==> src/rtl/i2c_target.sv <==
// I2C target: synchronised SCL/SDA edge detection, 7-bit addressing, write/read byte loops with ACK.
// Optional 10-bit addressing is enabled by defining I2C_TARGET_ADDR10_EN.
module i2c_target #(
    parameter int unsigned SYNC_STAGES = 2
) (
    input  logic       clk,
    input  logic       rst,
    input  logic       scl_in,
    input  logic       sda_in,
    output logic       sda_oe,
    input  logic [9:0] own_addr,
    input  logic [7:0] tx_data,
    output logic       tx_load,
    output logic [7:0] rx_data,
    output logic       rx_valid,
    output logic       busy
);
    localparam int unsigned CNT_W = 4;

    typedef enum logic [3:0] {
        IDLE,
        ADDR,
        ADDR_ACK,
`ifdef I2C_TARGET_ADDR10_EN
        ADDR2,
        ADDR2_ACK,
`endif
        WR_DATA,
        WR_ACK,
        RD_DATA,
        RD_ACK,
        WAIT_STOP
    } state_t;

    // Line synchronisers plus one history flop each for edge detection
    logic [SYNC_STAGES-1:0] scl_sync_q, sda_sync_q;
    logic                   scl_prev_q, sda_prev_q;

    always_ff @(posedge clk or posedge rst) begin
        if (rst) begin
            scl_sync_q <= '1;
            sda_sync_q <= '1;
            scl_prev_q <= 1'b1;
            sda_prev_q <= 1'b1;
        end else begin
            scl_sync_q <= {scl_sync_q[SYNC_STAGES-2:0], scl_in};
            sda_sync_q <= {sda_sync_q[SYNC_STAGES-2:0], sda_in};
            scl_prev_q <= scl_sync_q[SYNC_STAGES-1];
            sda_prev_q <= sda_sync_q[SYNC_STAGES-1];
        end
    end

    logic scl_s, sda_s, scl_rise, scl_fall, sda_rise, sda_fall, start_det, stop_det;
    assign scl_s     = scl_sync_q[SYNC_STAGES-1];
    assign sda_s     = sda_sync_q[SYNC_STAGES-1];
    assign scl_rise  = scl_s & ~scl_prev_q;
    assign scl_fall  = ~scl_s & scl_prev_q;
    assign sda_rise  = sda_s & ~sda_prev_q;
    assign sda_fall  = ~sda_s & sda_prev_q;
    assign start_det = sda_fall & scl_s & scl_prev_q;
    assign stop_det  = sda_rise & scl_s & scl_prev_q;

    state_t           state_q, state_d, ack_next_q, ack_next_d;
    logic [CNT_W-1:0] bit_cnt_q, bit_cnt_d;
    logic [7:0]       shift_q, shift_d, rx_data_q, rx_data_d;
    logic             sda_oe_q, sda_oe_d, busy_q, busy_d;
    logic             rx_valid_q, rx_valid_d, tx_load_q, tx_load_d;
`ifdef I2C_TARGET_ADDR10_EN
    logic             addr10_match_q, addr10_match_d;
`endif

    // Address byte decode: whether to ACK and which state follows the ACK
    logic   addr_hit_c;
    state_t ack_tgt_c;
`ifdef I2C_TARGET_ADDR10_EN
    always_comb begin
        addr_hit_c = (shift_q[7:1] == own_addr[6:0]);
        ack_tgt_c  = shift_q[0] ? RD_DATA : WR_DATA;
        if (shift_q[7:3] == 5'b11110) begin
            addr_hit_c = (shift_q[2:1] == own_addr[9:8]) && (!shift_q[0] || addr10_match_q);
            ack_tgt_c  = shift_q[0] ? RD_DATA : ADDR2;
        end
    end
`else
    logic unused_addr_bits;
    assign unused_addr_bits = ^own_addr[9:7];
    assign addr_hit_c = (shift_q[7:1] == own_addr[6:0]);
    assign ack_tgt_c  = shift_q[0] ? RD_DATA : WR_DATA;
`endif

    always_ff @(posedge clk or posedge rst) begin
        if (rst) begin
            state_q        <= IDLE;
            ack_next_q     <= IDLE;
            bit_cnt_q      <= '0;
            shift_q        <= '0;
            rx_data_q      <= '0;
            sda_oe_q       <= 1'b0;
            busy_q         <= 1'b0;
            rx_valid_q     <= 1'b0;
            tx_load_q      <= 1'b0;
`ifdef I2C_TARGET_ADDR10_EN
            addr10_match_q <= 1'b0;
`endif
        end else begin
            state_q        <= state_d;
            ack_next_q     <= ack_next_d;
            bit_cnt_q      <= bit_cnt_d;
            shift_q        <= shift_d;
            rx_data_q      <= rx_data_d;
            sda_oe_q       <= sda_oe_d;
            busy_q         <= busy_d;
            rx_valid_q     <= rx_valid_d;
            tx_load_q      <= tx_load_d;
`ifdef I2C_TARGET_ADDR10_EN
            addr10_match_q <= addr10_match_d;
`endif
        end
    end

    // Next-state logic; SDA drive only ever changes on an SCL falling edge
    logic load_rd;
    always_comb begin
        state_d    = state_q;
        ack_next_d = ack_next_q;
        bit_cnt_d  = bit_cnt_q;
        shift_d    = shift_q;
        rx_data_d  = rx_data_q;
        sda_oe_d   = sda_oe_q;
        busy_d     = busy_q;
        rx_valid_d = 1'b0;
        tx_load_d  = 1'b0;
        load_rd    = 1'b0;
`ifdef I2C_TARGET_ADDR10_EN
        addr10_match_d = addr10_match_q;
`endif
        if (stop_det) begin
            state_d   = IDLE;
            bit_cnt_d = '0;
            sda_oe_d  = 1'b0;
            busy_d    = 1'b0;
`ifdef I2C_TARGET_ADDR10_EN
            addr10_match_d = 1'b0;
`endif
        end else if (start_det) begin
            state_d   = ADDR;
            bit_cnt_d = '0;
            sda_oe_d  = 1'b0;
        end else begin
            unique case (state_q)
                ADDR: begin
                    if (scl_rise) begin
                        shift_d   = {shift_q[6:0], sda_s};
                        bit_cnt_d = bit_cnt_q + CNT_W'(1);
                    end else if (scl_fall && bit_cnt_q == CNT_W'(8)) begin
                        bit_cnt_d = '0;
                        if (addr_hit_c) begin
                            sda_oe_d   = 1'b1;
                            busy_d     = 1'b1;
                            ack_next_d = ack_tgt_c;
                            state_d    = ADDR_ACK;
                        end else begin
                            sda_oe_d = 1'b0;
                            state_d  = WAIT_STOP;
                        end
                    end
                end
                ADDR_ACK: begin
                    if (scl_fall) begin
                        sda_oe_d  = 1'b0;
                        bit_cnt_d = '0;
                        state_d   = ack_next_q;
                        load_rd   = (ack_next_q == RD_DATA);
                    end
                end
`ifdef I2C_TARGET_ADDR10_EN
                ADDR2: begin
                    if (scl_rise) begin
                        shift_d   = {shift_q[6:0], sda_s};
                        bit_cnt_d = bit_cnt_q + CNT_W'(1);
                    end else if (scl_fall && bit_cnt_q == CNT_W'(8)) begin
                        bit_cnt_d = '0;
                        if (shift_q == own_addr[7:0]) begin
                            sda_oe_d       = 1'b1;
                            addr10_match_d = 1'b1;
                            state_d        = ADDR2_ACK;
                        end else begin
                            busy_d  = 1'b0;
                            state_d = WAIT_STOP;
                        end
                    end
                end
                ADDR2_ACK: begin
                    if (scl_fall) begin
                        sda_oe_d  = 1'b0;
                        bit_cnt_d = '0;
                        state_d   = WR_DATA;
                    end
                end
`endif
                WR_DATA: begin
                    if (scl_rise) begin
                        shift_d   = {shift_q[6:0], sda_s};
                        bit_cnt_d = bit_cnt_q + CNT_W'(1);
                        if (bit_cnt_q == CNT_W'(7)) begin
                            rx_data_d  = {shift_q[6:0], sda_s};
                            rx_valid_d = 1'b1;
                        end
                    end else if (scl_fall && bit_cnt_q == CNT_W'(8)) begin
                        sda_oe_d  = 1'b1;
                        bit_cnt_d = '0;
                        state_d   = WR_ACK;
                    end
                end
                WR_ACK: begin
                    if (scl_fall) begin
                        sda_oe_d = 1'b0;
                        state_d  = WR_DATA;
                    end
                end
                RD_DATA: begin
                    if (scl_fall) begin
                        if (bit_cnt_q == CNT_W'(8)) begin
                            sda_oe_d  = 1'b0;
                            bit_cnt_d = '0;
                            state_d   = RD_ACK;
                        end else begin
                            shift_d   = {shift_q[6:0], 1'b0};
                            sda_oe_d  = ~shift_q[6];
                            bit_cnt_d = bit_cnt_q + CNT_W'(1);
                        end
                    end
                end
                RD_ACK: begin
                    // bit_cnt marks a controller ACK seen; the reload waits for the next fall
                    if (scl_rise) begin
                        if (sda_s) state_d = WAIT_STOP;
                        else       bit_cnt_d = CNT_W'(1);
                    end else if (scl_fall && bit_cnt_q == CNT_W'(1)) begin
                        load_rd = 1'b1;
                    end
                end
                IDLE, WAIT_STOP: begin
                    sda_oe_d = 1'b0;
                end
                default: begin
                    sda_oe_d = 1'b0;
                    state_d  = IDLE;
                end
            endcase
            if (load_rd) begin
                state_d   = RD_DATA;
                shift_d   = tx_data;
                tx_load_d = 1'b1;
                sda_oe_d  = ~tx_data[7];
                bit_cnt_d = CNT_W'(1);
            end
        end
    end

    assign sda_oe   = sda_oe_q;
    assign busy     = busy_q;
    assign rx_data  = rx_data_q;
    assign rx_valid = rx_valid_q;
    assign tx_load  = tx_load_q;

endmodule

==> config.mk <==
export PLATFORM = sky130hd
export DESIGN_NAME = i2c_target
export DESIGN_NICKNAME = d
export VERILOG_FILES = /design/src/rtl/i2c_target.sv
export SDC_FILE = /design/constraint.sdc
export NUM_CORES = 1
export LEC_CHECK = 0
export ABC_AREA = 1
export BUFFER_PORTS_ARGS = -buffer_cell sky130_fd_sc_hd__buf_2
export CORE_MARGIN = 2
export CORE_UTILIZATION = 51
export CTS_BUF_LIST = sky130_fd_sc_hd__clkbuf_16
export CTS_CLUSTER_SIZE = 40
export DETAILED_ROUTE_END_ITERATION = 7
export GPL_TIMING_DRIVEN = 0
export HOLD_SLACK_MARGIN = 0.03
export PLACE_DENSITY_LB_ADDON = 0.2
export SYNTH_ARGS = -nofsm -noshare
export SYNTH_HDL_FRONTEND = slang
export SYNTH_SLANG_ARGS = --single-unit
==> constraint.sdc <==
create_clock -name clk -period 1.7 [get_ports clk]
set_input_delay 0.17 -clock clk [delete_from_list [all_inputs] [get_ports clk]]
set_output_delay 0.17 -clock clk [all_outputs]
set_load 0.03 [all_outputs]
; Word level (Yosys, flattened, before mapping)
; Index checks and enable logic that the tools add are counted.
[op_classes]
n_mux = 64
bitwise_logic = 17
eq_ne = 32
n_addsub = 1
n_reduce_logical = 18
[ops]
columns = op, n
row1 = $mux W4, 23
row2 = $ne A5 B5 Y1 const B, 11
row3 = $mux W8, 4
row4 = $mux W1, 30
row5 = $pmux W4 S7, 1
row6 = $eq A4 B3 Y1 const B, 6
row7 = $reduce_and A6 Y1, 3
row8 = $pmux W4 S4, 1
row9 = $pmux W8 S2, 1
row10 = $reduce_and A11 Y1, 1
row11 = $reduce_and A5 Y1, 2
row12 = $not A1 Y1, 9
row13 = $and A1 B1 Y1, 8
row14 = $eq A4 B1 Y1 const B, 2
row15 = $eq A4 B2 Y1 const B, 2
row16 = $ne A4 B4 Y1 const B, 2
row17 = $eq A7 B7 Y1, 1
row18 = $reduce_and A7 Y1, 1
row19 = $reduce_bool A7 Y1, 1
row20 = $mux W3, 2
row21 = $ne A3 B3 Y1 const B, 2
row22 = $ne A6 B1 Y1 const B, 1
row23 = $reduce_bool A2 Y1, 3
row24 = $reduce_or A2 Y1, 3
row25 = other kinds (10), 12
[totals]
elab_cells = 145
input_bits = 22
out_inout_bits = 12
ff_bits = 38

; Depth between registers and ports, before layout
; Gate-level depths: netlist of the first run.
[logic_depth]
ltp_word = 11
ltp_mapped = 12

; Worst setup path after synthesis of the first run
; Ideal clock, no wire load.
[synth_timing]
kind = reg-to-reg
from = register bit_cnt_q[0]
to = register shift_q[0]
path_slack_ns = 0.124
path_buffers = 1
setup_ns = 0.074
synth_period_minus_slack_ns = 1.576
t_arrival_ns = 1.502
path_stages_with_launch = 11
required_ns = 1.626
path_cell_list = dfrtp_1 -> inv_1 -> ha_1 -> nand2_1 -> nor2_1 -> o21ai_1 -> nand2_2 -> o21ai_4 -> buf_6 -> o211ai_2 -> o21ai_2
[synth_between]
elab_chain_len = 9
[synth_lines]
columns = element, line
row1 = "start, declared", 64  ; logic [CNT_W-1:0] bit_cnt_q, bit_cnt_d;
row2 = "start signal, assigned", 108  ; bit_cnt_q <= bit_cnt_d;
row3 = $eq A4 B1 Y1, 239  ; end else if (scl_fall && bit_cnt_q == CNT_W'(1)) begin
row4 = $logic_and A1 B1 Y1, 239
row5 = $mux W1, 239
row6 = $mux W1, 236  ; if (scl_rise) begin
row7 = $pmux W1 S2, 150  ; unique case (state_q)
row8 = $mux W1, 145  ; end else if (start_det) begin
row9 = $mux W1, 137  ; if (stop_det) begin
row10 = $ne A3 B3 Y1 (no source line) (tied with other cells), -
row11 = $reduce_and A6 Y1 (no source line), -
row12 = "end signal, assigned", 109  ; shift_q <= shift_d;
row13 = "end, declared", 65  ; logic [7:0] shift_q, shift_d, rx_data_q, rx_data_d;
; Parallel ways exist; a longest one is shown, timed or not. The select of a mux whose other input is x is not followed.
; A chain may end at the register's enable or synchronous reset.

; Worst setup path after layout of the first run
[layout_timing]
from = register scl_sync_q[1]
to = register sda_oe_q (netlist: sda_oe)
[layout_between]
elab_chain_len = 11
[layout_lines]
columns = element, line
row1 = "start, declared", 36  ; logic [SYNC_STAGES-1:0] scl_sync_q, sda_sync_q;
row2 = "start signal, assigned", 46  ; scl_sync_q <= {scl_sync_q[SYNC_STAGES-2:0], scl_in};
row3 = "parallel branches: the longest is 11 deep, another holds $reduce_and A7 Y1", -
row4 = "end signal, assigned", 111  ; sda_oe_q <= sda_oe_d;
row5 = "end, declared", 66  ; logic sda_oe_q, sda_oe_d, busy_q, busy_d;
; Several ways; the timed one is not identified. The select of a mux whose other input is x is not followed.

==> run_results.csv, run 1 <==
group,metric,value,unit
outcome,status,"finished with violations",
outcome,violations,"setup timing",
die,die_x,68.7,microns
global_route,grt_remaining_overflow,0,
timing,maxSlewViolCount,0,
setup_path,crit_family,"simple AND/OR/NAND/NOR gates",
timing,worstMarginPinSlew,737,ps
final_layout,synthToLayoutAreaGrowth,29.4,%
yosys,syn_nets,301,
timing,period_needed,1740,ps
final_layout,layout.nets,357,
setup_path,r2r_start,"scl_sync_q[1]$_DFF_PP1_",
placed_design,place_congestion,0.912,
final_layout,diodes,0,
setup_path,crit_path_max_fanout,7,
die,chipHeight,68.7,microns
drt,via_per_inst,5.19,
setup_path,crit_buf_inv,2,
cts,clk_path_buf_depth,2,
hold_path,min_path_type,"in2async",
setup_path,worst_r2r_endpoint,"sda_oe$_DFFE_PP0P_",
final_layout,seqCellArea,912,sq um
timing,setup_ws,-39.2,ps
cts,cts_max_level,2,
yosys,yosysUniqueCellTypes,37,
die,initial_utilization,53.3,%
setup_path,path_cells,"inv_2 > nand2_4 > nor2_1 > nand2_2 > nand2_8 > inv_8 > nand3_1 > or2_1 > nand3_1 > nand2_1",
cts,cts_buffers,5,
yosys,synth-seq-area-share,42.6,%
setup_path,worstSetupPathType,"reg2reg",
yosys,ys_ff_latch,36,
cts,cts_root_buffer,"clkbuf_16",
power,swShare,40.6,%
die,rows,23,
final_layout,fillers,317,
global_route,antenna_found_initial,0,
yosys,synth_area_per_cell,7.73,sq um
power,power_density,1330,mW/mm^2
drt,drt-total-wl,5.23,mm
timing,slew_headroom,50.8,%
die,core,0.00400,sq mm
timing,setup_violations,3,
placed_design,hpwl,3.58,mm
final_layout,multi_input_area,0.00112,sq mm
drt,via_count,1987,
global_route,grt_start_max_net_pins,37,
setup_path,crit_path_frequent_cell,"nand3_1",
cts,clkTransAtPathRegs,60,ps
power,leakage,0.00147,uW
timing,holdWs,7.76,ps
setup_path,r2r_cells,10,
placed_design,detailed_place.area,0.00235,sq mm
global_route,grt_pass1_wl,8.63,mm
power,p_int,2190,uW
timing,period_share,102,%
global_route,grt_pass1_vias,1946,
timing,fin_skew,6.10,ps
placed_design,io_buffers,30,
final_layout,drive_above_1_share,35.4,%
timing,rsz0062_at_grt,"true",
die,dieArea,0.00472,sq mm
power,vdd_ir_drop_max,0.832,mV
global_route,track_usage,25.1,%
setup_path,start_kind,"register",
power,p_clk_share,24.1,%
setup_path,crit_path_max_incr_delay,630,ps
die,io_pins,34,
power,p_switching,1490,uW
power,p_comb_share,46.0,%
setup_path,ff2ff_setup_slack,-40,ps
yosys,ys_warn_count,0,
final_layout,fin_util,69.0,%
cts,clkLatencyLatePin,290,ps
timing,fmax,575,MHz
power,seq_power_share,29.9,%
drt,ant_nets,0,
final_layout,finalInstanceArea,0.00276,sq mm
cts,clock_sinks,36,
timing,final.setup.tns,-78.2,ps
yosys,synthesis.area,0.00213,sq mm
setup_path,endpoint_kind,"register",
power,total_power,3680,uW
final_layout,layout_common_cells,"nand2_1 (72), inv_1 (32), buf_2 (30)",
drt,first_pass_iters,4,
cts,cts_tree,"done",
final_layout,final_common_cell,"nand2_1",
drt,drt-initial-drc-count,99,
setup_path,worstPathRequired,1870,ps
drt,wl_per_cell,13.7,microns
yosys,synthCells,276,
timing,hold_viol,0,
job,maxCapViolations,0,
setup_path,cp.arrival,1910,ps
drt,drc,0,
setup_path,crit_path_top_delay_cell,"dfstp_2",
[power by group through the flow]
stage               Sequential, uW  Clock, uW  Combinational [uW]
finish                        1100        886                1690
global route                  1120        924                1920
CTS                           1100        897                1490
detailed placement            1110          0                1360
global placement              1110          0                1330
floorplan                     1100          0                1080
[timing repair]
action	CTS	global route
setup endpoints to repair	16	25
buffers inserted	4	13
resized for setup	9	29
endpoints found under the hold margin	2	0
hold buffers	2	0
cloned	0	1
pin swaps	5	16
[layer usage]
layer	share of wire (%)	track usage, %	vias to the layer above
li1	-	-	1002
met1	45	32.2	929
met2	49	40.7	42
met3	3.7	5.36	14
met4	2.6	10.8	0
met5	0	0	-
[worst reg2reg max path, delay by kind of cell, from the launching register on]
kind                   cells  cell delay (ps)
AND/OR/NAND/NOR            8              860
flip-flops                 1              630
buffers and inverters      2              160
[through the flow]
stage	setup WS (ps)	cells
after floorplan	124	276
after detailed placement	-114	356
final	-39.2	383
after global placement	-89.8	356
after CTS	-8.84	370
after global routing	-115	383
[layout make-up]
| cell class | count | area share [%] |
|---|---|---|
| Buffer | 2 | 0.952 |
| Clock buffer | 5 | 4.53 |
| Clock inverter | 3 | 0.544 |
| Inverter | 44 | 6.39 |
| Multi-Input combinational cell | 193 | 40.6 |
| Sequential cell | 36 | 33.0 |
| Tap cell | 50 | 2.27 |
| Timing Repair Buffer | 50 | 11.6 |
[synthesized netlist by cell type (all sizes together)]
| master | instances | area [sq um] |
|---|---|---|
| nor4 | 1 | 21.3 |
| dfstp | 6 | 158 |
| a21boi | 1 | 7.51 |
| xnor2 | 1 | 8.76 |
| buf | 3 | 27.5 |
| nor3 | 1 | 5.00 |
| dfrtp | 30 | 751 |
| nand4 | 7 | 50.1 |
| a211oi | 1 | 7.51 |
| or2 | 2 | 12.5 |
| nand3 | 22 | 120 |
| a221oi | 1 | 8.76 |
| o21ai | 34 | 189 |
| nor2 | 15 | 68.8 |
| ha | 3 | 37.5 |
| a21oi | 5 | 28.8 |
| o211ai | 7 | 57.6 |
| clkinv | 1 | 5.00 |
| nand3b | 1 | 7.51 |
| inv | 43 | 166 |
| nand2 | 91 | 395 |
[logic make-up (layout without fill, tap and decap cells)]
logic type                 Yosys count  in the layout  synth area share (%)
AOI/OAI and AO/OA                   49             49                  14.0
DFF                                 36             36                  42.6
buffers and inverters               47            104                  9.33
and+or+nand+nor                    140            140                  31.9
xor gates and xnor gates             1              1                 0.411
adders and majority gates            3              3                  1.76
[worst max-delay path by stage]
stage                              from                endpoint  slack, ps  depth (start not counted)
2_1_floorplan  bit_cnt_q[0]$_DFFE_PP0P_  shift_q[0]$_DFFE_PP0P_        120                         10
3_3_place_gp   bit_cnt_q[0]$_DFFE_PP0P_  state_q[1]$_DFFE_PP0P_        -90                         11
3_5_place_dp   bit_cnt_q[0]$_DFFE_PP0P_  state_q[0]$_DFFE_PP0P_       -110                         11
4_1_cts        bit_cnt_q[0]$_DFFE_PP0P_      sda_oe$_DFFE_PP0P_         -9                         11
5_1_grt        bit_cnt_q[1]$_DFFE_PP0P_  state_q[1]$_DFFE_PP0P_       -110                         12
6_report        scl_sync_q[1]$_DFF_PP1_      sda_oe$_DFFE_PP0P_        -40                         10
[registers in the layout, summed over array words and instances (netlist names), 2 cells and up]
name,cells
shift_q,8
state_q,3
bit_cnt_q,4
sda_sync_q,2
scl_sync_q,2
rx_data,8
ack_next_q,3
No activity file was read; power rests on OpenSTA's default activity.
==> run 2: changes to the inputs <==
--- a/config.mk
+++ b/config.mk
@@ -5,10 +5,10 @@
 export SDC_FILE = /design/constraint.sdc
 export NUM_CORES = 1
 export LEC_CHECK = 0
-export ABC_AREA = 1
+export ABC_AREA = 0
 export BUFFER_PORTS_ARGS = -buffer_cell sky130_fd_sc_hd__buf_2
 export CORE_MARGIN = 2
-export CORE_UTILIZATION = 51
+export CORE_UTILIZATION = 50
 export CTS_BUF_LIST = sky130_fd_sc_hd__clkbuf_16
 export CTS_CLUSTER_SIZE = 40
 export DETAILED_ROUTE_END_ITERATION = 7
==> run_results.csv, run 2 <==
group,metric,value,unit
placed_design,place_congestion,0.826,
timing,hold_viol,0,
global_route,antenna_found_initial,0,
yosys,ys_ff_latch,36,
setup_path,r2r_start,"bit_cnt_q[1]$_DFFE_PP0P_",
global_route,track_usage,23.5,%
setup_path,endpoint_kind,"register",
setup_path,crit_path_max_fanout,8,
drt,drt-total-wl,4.89,mm
yosys,async_reset_ff_share,100,%
yosys,synth-seq-area-share,45.2,%
cts,clk_path_buf_depth,2,
job,maxCapViolations,0,
cts,cts_tree,"done",
power,leakage,0.00123,uW
die,rows,23,
yosys,synth_area_per_cell,10.5,sq um
drt,via_per_inst,5.51,
setup_path,crit_family,"compound AO/OA/AOI/OAI gates",
drt,drc,0,
yosys,ys_warn_count,0,
timing,slew_headroom,51.0,%
outcome,violations,"setup timing",
die,die_x,67.4,microns
final_layout,synthToLayoutAreaGrowth,37.1,%
setup_path,cp.arrival,2150,ps
yosys,synthTopCellsByCount,"dfrtp_1 (30), nand2_1 (16), inv_1 (9), mux2_2 (9), mux2i_1 (9)",
cts,cts_buffers,5,
timing,maxSlewViolCount,0,
final_layout,final_common_cell,"buf_2",
cts,clkTransAtPathRegs,50,ps
setup_path,crit_path_max_incr_delay,360,ps
cts,cts_max_level,2,
drt,drt-initial-drc-count,98,
timing,worstMarginPinSlew,735,ps
cts,clock_sinks,36,
power,vdd_ir_drop_max,0.887,mV
yosys,synthCells,191,
global_route,grt_start_max_net_pins,37,
yosys,synth.most_common_cell,"dfrtp_1",
final_layout,layout.nets,274,
hold_path,min_path_type,"in2async",
final_layout,fillers,283,
final_layout,seqCellArea,908,sq um
cts,clkLatencyLatePin,280,ps
placed_design,detailed_place.area,0.00228,sq mm
yosys,synthesis.area,0.00201,sq mm
timing,rsz0062_at_grt,"true",
timing,period_needed,2000,ps
yosys,synth.area.top_cells,"dfrtp_1 (37%), dfstp_2 (7.9%), mux2_2 (5.0%), mux2i_1 (4.5%), xor2_1 (3.1%)",
die,io_pins,34,
yosys,yosysUniqueCellTypes,56,
yosys,synthFlopType,"dfrtp_1",
final_layout,multi_input_area,0.00121,sq mm
final_layout,diodes,0,
yosys,synth.largest_area_cell,"dfrtp_1",
timing,setup_ws,-297,ps
final_layout,finalInstanceArea,0.00275,sq mm
die,dieArea,0.00454,sq mm
placed_design,io_buffers,30,
setup_path,r2r_cells,8,
setup_path,path_cells,"inv_2 > ha_4 > and3b_2 > o2111a_2 > o311a_1 > buf_6 > mux2i_1 > o21ai_1",
global_route,grt_pass1_vias,1587,
power,total_power,3780,uW
final_layout,drive_above_1_share,46.4,%
yosys,syn_nets,216,
die,core,0.00394,sq mm
timing,holdWs,19.6,ps
placed_design,hpwl,3.09,mm
die,chipHeight,67.4,microns
yosys,synth_edf_count,0,
drt,wl_per_cell,16.3,microns
final_layout,layout_common_cells,"buf_2 (32), dfrtp_1 (30), buf_4 (17)",
setup_path,worstPathRequired,1850,ps
yosys,netlist.area_leader.share,37.4,%
timing,fmax,501,MHz
setup_path,crit_path_top_delay_cell,"dfrtp_1",
die,initial_utilization,50.9,%
outcome,status,"finished with violations",
drt,first_pass_iters,4,
setup_path,start_kind,"register",
drt,ant_nets,0,
setup_path,worstSetupPathType,"reg2reg",
global_route,grt_pass1_wl,7.82,mm
power,power_density,1370,mW/mm^2
drt,via_count,1654,
setup_path,worst_r2r_endpoint,"shift_q[4]$_DFFE_PP0P_",
setup_path,ff2ff_setup_slack,-300,ps
setup_path,crit_buf_inv,2,
timing,period_share,117,%
cts,cts_root_buffer,"clkbuf_16",
global_route,grt_remaining_overflow,0,
timing,fin_skew,5.56,ps
timing,setup_violations,17,
[run 2: cell types whose count changed after synthesis, sizes merged, moves of 5 or more]
| cell | previous run | this run |
|---|---|---|
| mux2 | 0 | 9 |
| nand4 | 7 | 0 |
| xor2 | 0 | 7 |
| nand2 | 91 | 16 |
| o21ai | 34 | 15 |
| nand2b | 0 | 6 |
| nor2 | 15 | 8 |
| mux2i | 0 | 9 |
| nand3 | 22 | 3 |
| o211ai | 7 | 2 |
| inv | 43 | 9 |
[run 2: power breakdown]
| part | leakage [uW] | internal [uW] | switching, uW | total [uW] |
|---|---|---|---|---|
| clock network | 0.0000736 | 539 | 339 | 878 |
| registers | 0.000441 | 1020 | 174 | 1200 |
| logic | 0.000711 | 797 | 905 | 1700 |
[run 2: logic make-up after synthesis]
logic type	Yosys count	share of synthesized area, %
muxes	18	9.53
adders and majority gates	3	1.87
xor gates and xnor gates	8	3.49
and+or+nand+nor	60	18.1
buffers and inverters	17	4.11
AOI/OAI and AO/OA	49	17.7
DFF	36	45.2
[run 2: cell type report]
type | count | share of cell area, %
Buffer | 7 | 1.91
Tap cell | 50 | 2.27
Inverter | 9 | 1.23
Multi-Input combinational cell | 138 | 44.0
Clock inverter | 3 | 0.682
Clock buffer | 5 | 4.54
Sequential cell | 36 | 33.0
Timing Repair Buffer | 52 | 12.4
[run 2: metal layers]
metal | part of all wire [%] | wire, microns | track usage, %
met2 | 47 | 2300 | 34.8
met5 | 0 | 0 | 0
met4 | 1.9 | 92 | 8.67
met1 | 48 | 2350 | 34.6
met3 | 3.0 | 149 | 3.67
[run 2: worst max path at each step]
stage	start	endpoint	depth (start not counted)	slack [ps]
floorplan	bit_cnt_q[0]$_DFFE_PP0P_	shift_q[0]$_DFFE_PP0P_	9	-260
global placement	bit_cnt_q[0]$_DFFE_PP0P_	shift_q[7]$_DFFE_PP0P_	8	-460
detailed placement	bit_cnt_q[0]$_DFFE_PP0P_	shift_q[7]$_DFFE_PP0P_	8	-450
CTS	bit_cnt_q[0]$_DFFE_PP0P_	shift_q[7]$_DFFE_PP0P_	8	-260
global route	bit_cnt_q[0]$_DFFE_PP0P_	shift_q[7]$_DFFE_PP0P_	8	-400
finish	bit_cnt_q[1]$_DFFE_PP0P_	shift_q[4]$_DFFE_PP0P_	8	-300
[run 2: through the flow]
step	std cells	TNS [ps]	utilization (%)	worst slack [ps]
after global routing	300	-5540	69.9	-396
after detailed placement	271	-9260	57.9	-454
after CTS	298	-3780	68.1	-259
after floorplan	191	-2570	-	-264
final	300	-3900	69.9	-297
after global placement	271	-8800	57.9	-462
[run 2: repair_timing]
action                                  CTS  global route
gates resized for setup                  23            13
pin swaps                                17            10
setup buffers                            18             3
hold buffers                              2             0
endpoints found under the hold margin     2             0
endpoints found under the setup margin   30            29
==> run 3: changes to the inputs <==
--- a/config.mk
+++ b/config.mk
@@ -7,14 +7,13 @@
 export LEC_CHECK = 0
 export ABC_AREA = 0
 export BUFFER_PORTS_ARGS = -buffer_cell sky130_fd_sc_hd__buf_2
-export CORE_MARGIN = 2
 export CORE_UTILIZATION = 50
 export CTS_BUF_LIST = sky130_fd_sc_hd__clkbuf_16
 export CTS_CLUSTER_SIZE = 40
 export DETAILED_ROUTE_END_ITERATION = 7
 export GPL_TIMING_DRIVEN = 0
 export HOLD_SLACK_MARGIN = 0.03
-export PLACE_DENSITY_LB_ADDON = 0.2
+export PLACE_DENSITY = 0.72
 export SYNTH_ARGS = -nofsm -noshare
 export SYNTH_HDL_FRONTEND = slang
 export SYNTH_SLANG_ARGS = --single-unit
==> run_results.csv, run 3 (synthesis gave the netlist of run 2 again) <==
group,metric,value,unit
cts,clkTransAtPathRegs,50,ps
global_route,grt_remaining_overflow,0,
final_layout,layout.nets,280,
setup_path,start_kind,"register",
timing,setup_ws,-293,ps
placed_design,detailed_place.area,0.00228,sq mm
timing,hold_viol,0,
drt,wl_per_cell,18.7,microns
power,leakage,0.00126,uW
final_layout,multi_input_area,0.00124,sq mm
setup_path,ff2ff_setup_slack,-290,ps
setup_path,crit_family,"compound AO/OA/AOI/OAI gates",
job,maxCapViolations,0,
power,p_int,2400,uW
setup_path,cp.arrival,2160,ps
power,p_clk_share,22.2,%
setup_path,crit_path_top_delay_cell,"o32ai_4",
setup_path,worst_r2r_endpoint,"bit_cnt_q[3]$_DFFE_PP0P_",
global_route,grt_pass1_vias,1867,
setup_path,worstPathRequired,1860,ps
cts,cts_buffers,5,
die,rows,22,
timing,worstMarginPinSlew,731,ps
final_layout,diodes,0,
power,p_switching,1470,uW
final_layout,finalInstanceArea,0.00284,sq mm
hold_path,min_path_type,"in2async",
setup_path,endpoint_kind,"register",
cts,clock_sinks,36,
setup_path,crit_path_max_fanout,5,
power,p_comb_share,46.4,%
cts,cts_max_level,2,
timing,holdWs,12.4,ps
setup_path,crit_path_max_incr_delay,380,ps
setup_path,path_cells,"inv_2 > ha_4 > and3b_2 > o2111a_2 > buf_6 > o32ai_4 > o21ai_1 > a22o_1",
drt,ant_nets,0,
timing,final.setup.tns,-4000,ps
power,swShare,37.9,%
timing,rsz0062_at_grt,"true",
die,dieArea,0.00427,sq mm
global_route,grt_pass1_wl,8.98,mm
timing,period_share,117,%
outcome,status,"finished with violations",
power,seq_power_share,31.4,%
setup_path,worstSetupPathType,"reg2reg",
drt,drc,0,
final_layout,final_common_cell,"buf_2",
setup_path,crit_buf_inv,2,
setup_path,r2r_start,"bit_cnt_q[1]$_DFFE_PP0P_",
placed_design,io_buffers,30,
die,io_pins,34,
die,die_x,65.4,microns
timing,maxSlewViolCount,0,
final_layout,fillers,253,
die,chipHeight,65.4,microns
drt,via_per_inst,5.97,
outcome,violations,"setup timing",
timing,fin_skew,3.43,ps
placed_design,place_congestion,0.896,
global_route,antenna_found_initial,0,
power,power_density,1360,mW/mm^2
final_layout,synthToLayoutAreaGrowth,41.6,%
cts,clkLatencyLatePin,280,ps
final_layout,drive_above_1_share,50.6,%
timing,slew_headroom,51.2,%
drt,drt-initial-drc-count,92,
placed_design,hpwl,3.38,mm
timing,setup_violations,20,
cts,clk_path_buf_depth,2,
cts,cts_root_buffer,"clkbuf_16",
final_layout,seqCellArea,910,sq um
drt,first_pass_iters,4,
drt,drt-total-wl,5.67,mm
global_route,grt_start_max_net_pins,37,
final_layout,fin_util,75.9,%
cts,cts_tree,"done",
die,core,0.00374,sq mm
drt,via_count,1808,
final_layout,layout_common_cells,"buf_2 (30), dfrtp_1 (29), buf_4 (22)",
power,vdd_ir_drop_max,0.815,mV
timing,fmax,502,MHz
timing,period_needed,1990,ps
global_route,track_usage,28.8,%
setup_path,r2r_cells,8,
die,initial_utilization,53.6,%
[run 3: through the flow]
| step | worst slack (ps) | total power, uW | std cells |
|---|---|---|---|
| after floorplan | -264 | 2140 | 191 |
| final | -293 | 3870 | 303 |
| after CTS | -263 | 3730 | 300 |
| after global routing | -387 | 4050 | 303 |
| after detailed placement | -481 | 2430 | 269 |
| after global placement | -414 | 2390 | 269 |
[run 3: what timing repair did]
action / in CTS / in global routing
hold buffers: 2 / 0
setup buffers: 23 / 3
hold endpoints to repair: 2 / 0
resized for setup: 40 / 11
setup endpoints to repair: 30 / 29
pin swaps: 23 / 12
[run 3: per-layer routing]
layer	up-vias	GRT usage, %	share of wire [%]
met3	20	6.42	4.3
met2	54	47.3	50
met4	0	13.6	2.6
li1	828	-	-
met5	-	0	0
met1	906	35.7	43
[run 3: power groups by stage]
stage	registers [uW]	clock network, uW	logic, uW
after floorplan	1180	0	964
after global placement	1220	0	1170
after detailed placement	1220	0	1200
after CTS	1200	870	1660
after global routing	1230	900	1920
final	1220	860	1800
[run 3: worst max-delay path by stage]
stage                                to                startpoint  depth (start not counted)
2_1_floorplan    shift_q[0]$_DFFE_PP0P_  bit_cnt_q[0]$_DFFE_PP0P_                          9
3_3_place_gp     shift_q[7]$_DFFE_PP0P_  bit_cnt_q[0]$_DFFE_PP0P_                          8
3_5_place_dp     shift_q[5]$_DFFE_PP0P_  bit_cnt_q[0]$_DFFE_PP0P_                          8
4_1_cts          shift_q[5]$_DFFE_PP0P_  bit_cnt_q[0]$_DFFE_PP0P_                          8
5_1_grt        bit_cnt_q[3]$_DFFE_PP0P_  bit_cnt_q[1]$_DFFE_PP0P_                          8
6_report       bit_cnt_q[3]$_DFFE_PP0P_  bit_cnt_q[1]$_DFFE_PP0P_                          8
[run 3: layout make-up]
| type | count | share of cell area [%] |
|---|---|---|
| buffer | 7 | 2.46 |
| multi-input combinational | 138 | 43.6 |
| clock buffer | 5 | 4.40 |
| tap | 48 | 2.11 |
| timing repair buffer | 58 | 13.8 |
| clock inverter | 2 | 0.308 |
| sequential | 36 | 32.0 |
| inverter | 9 | 1.28 |
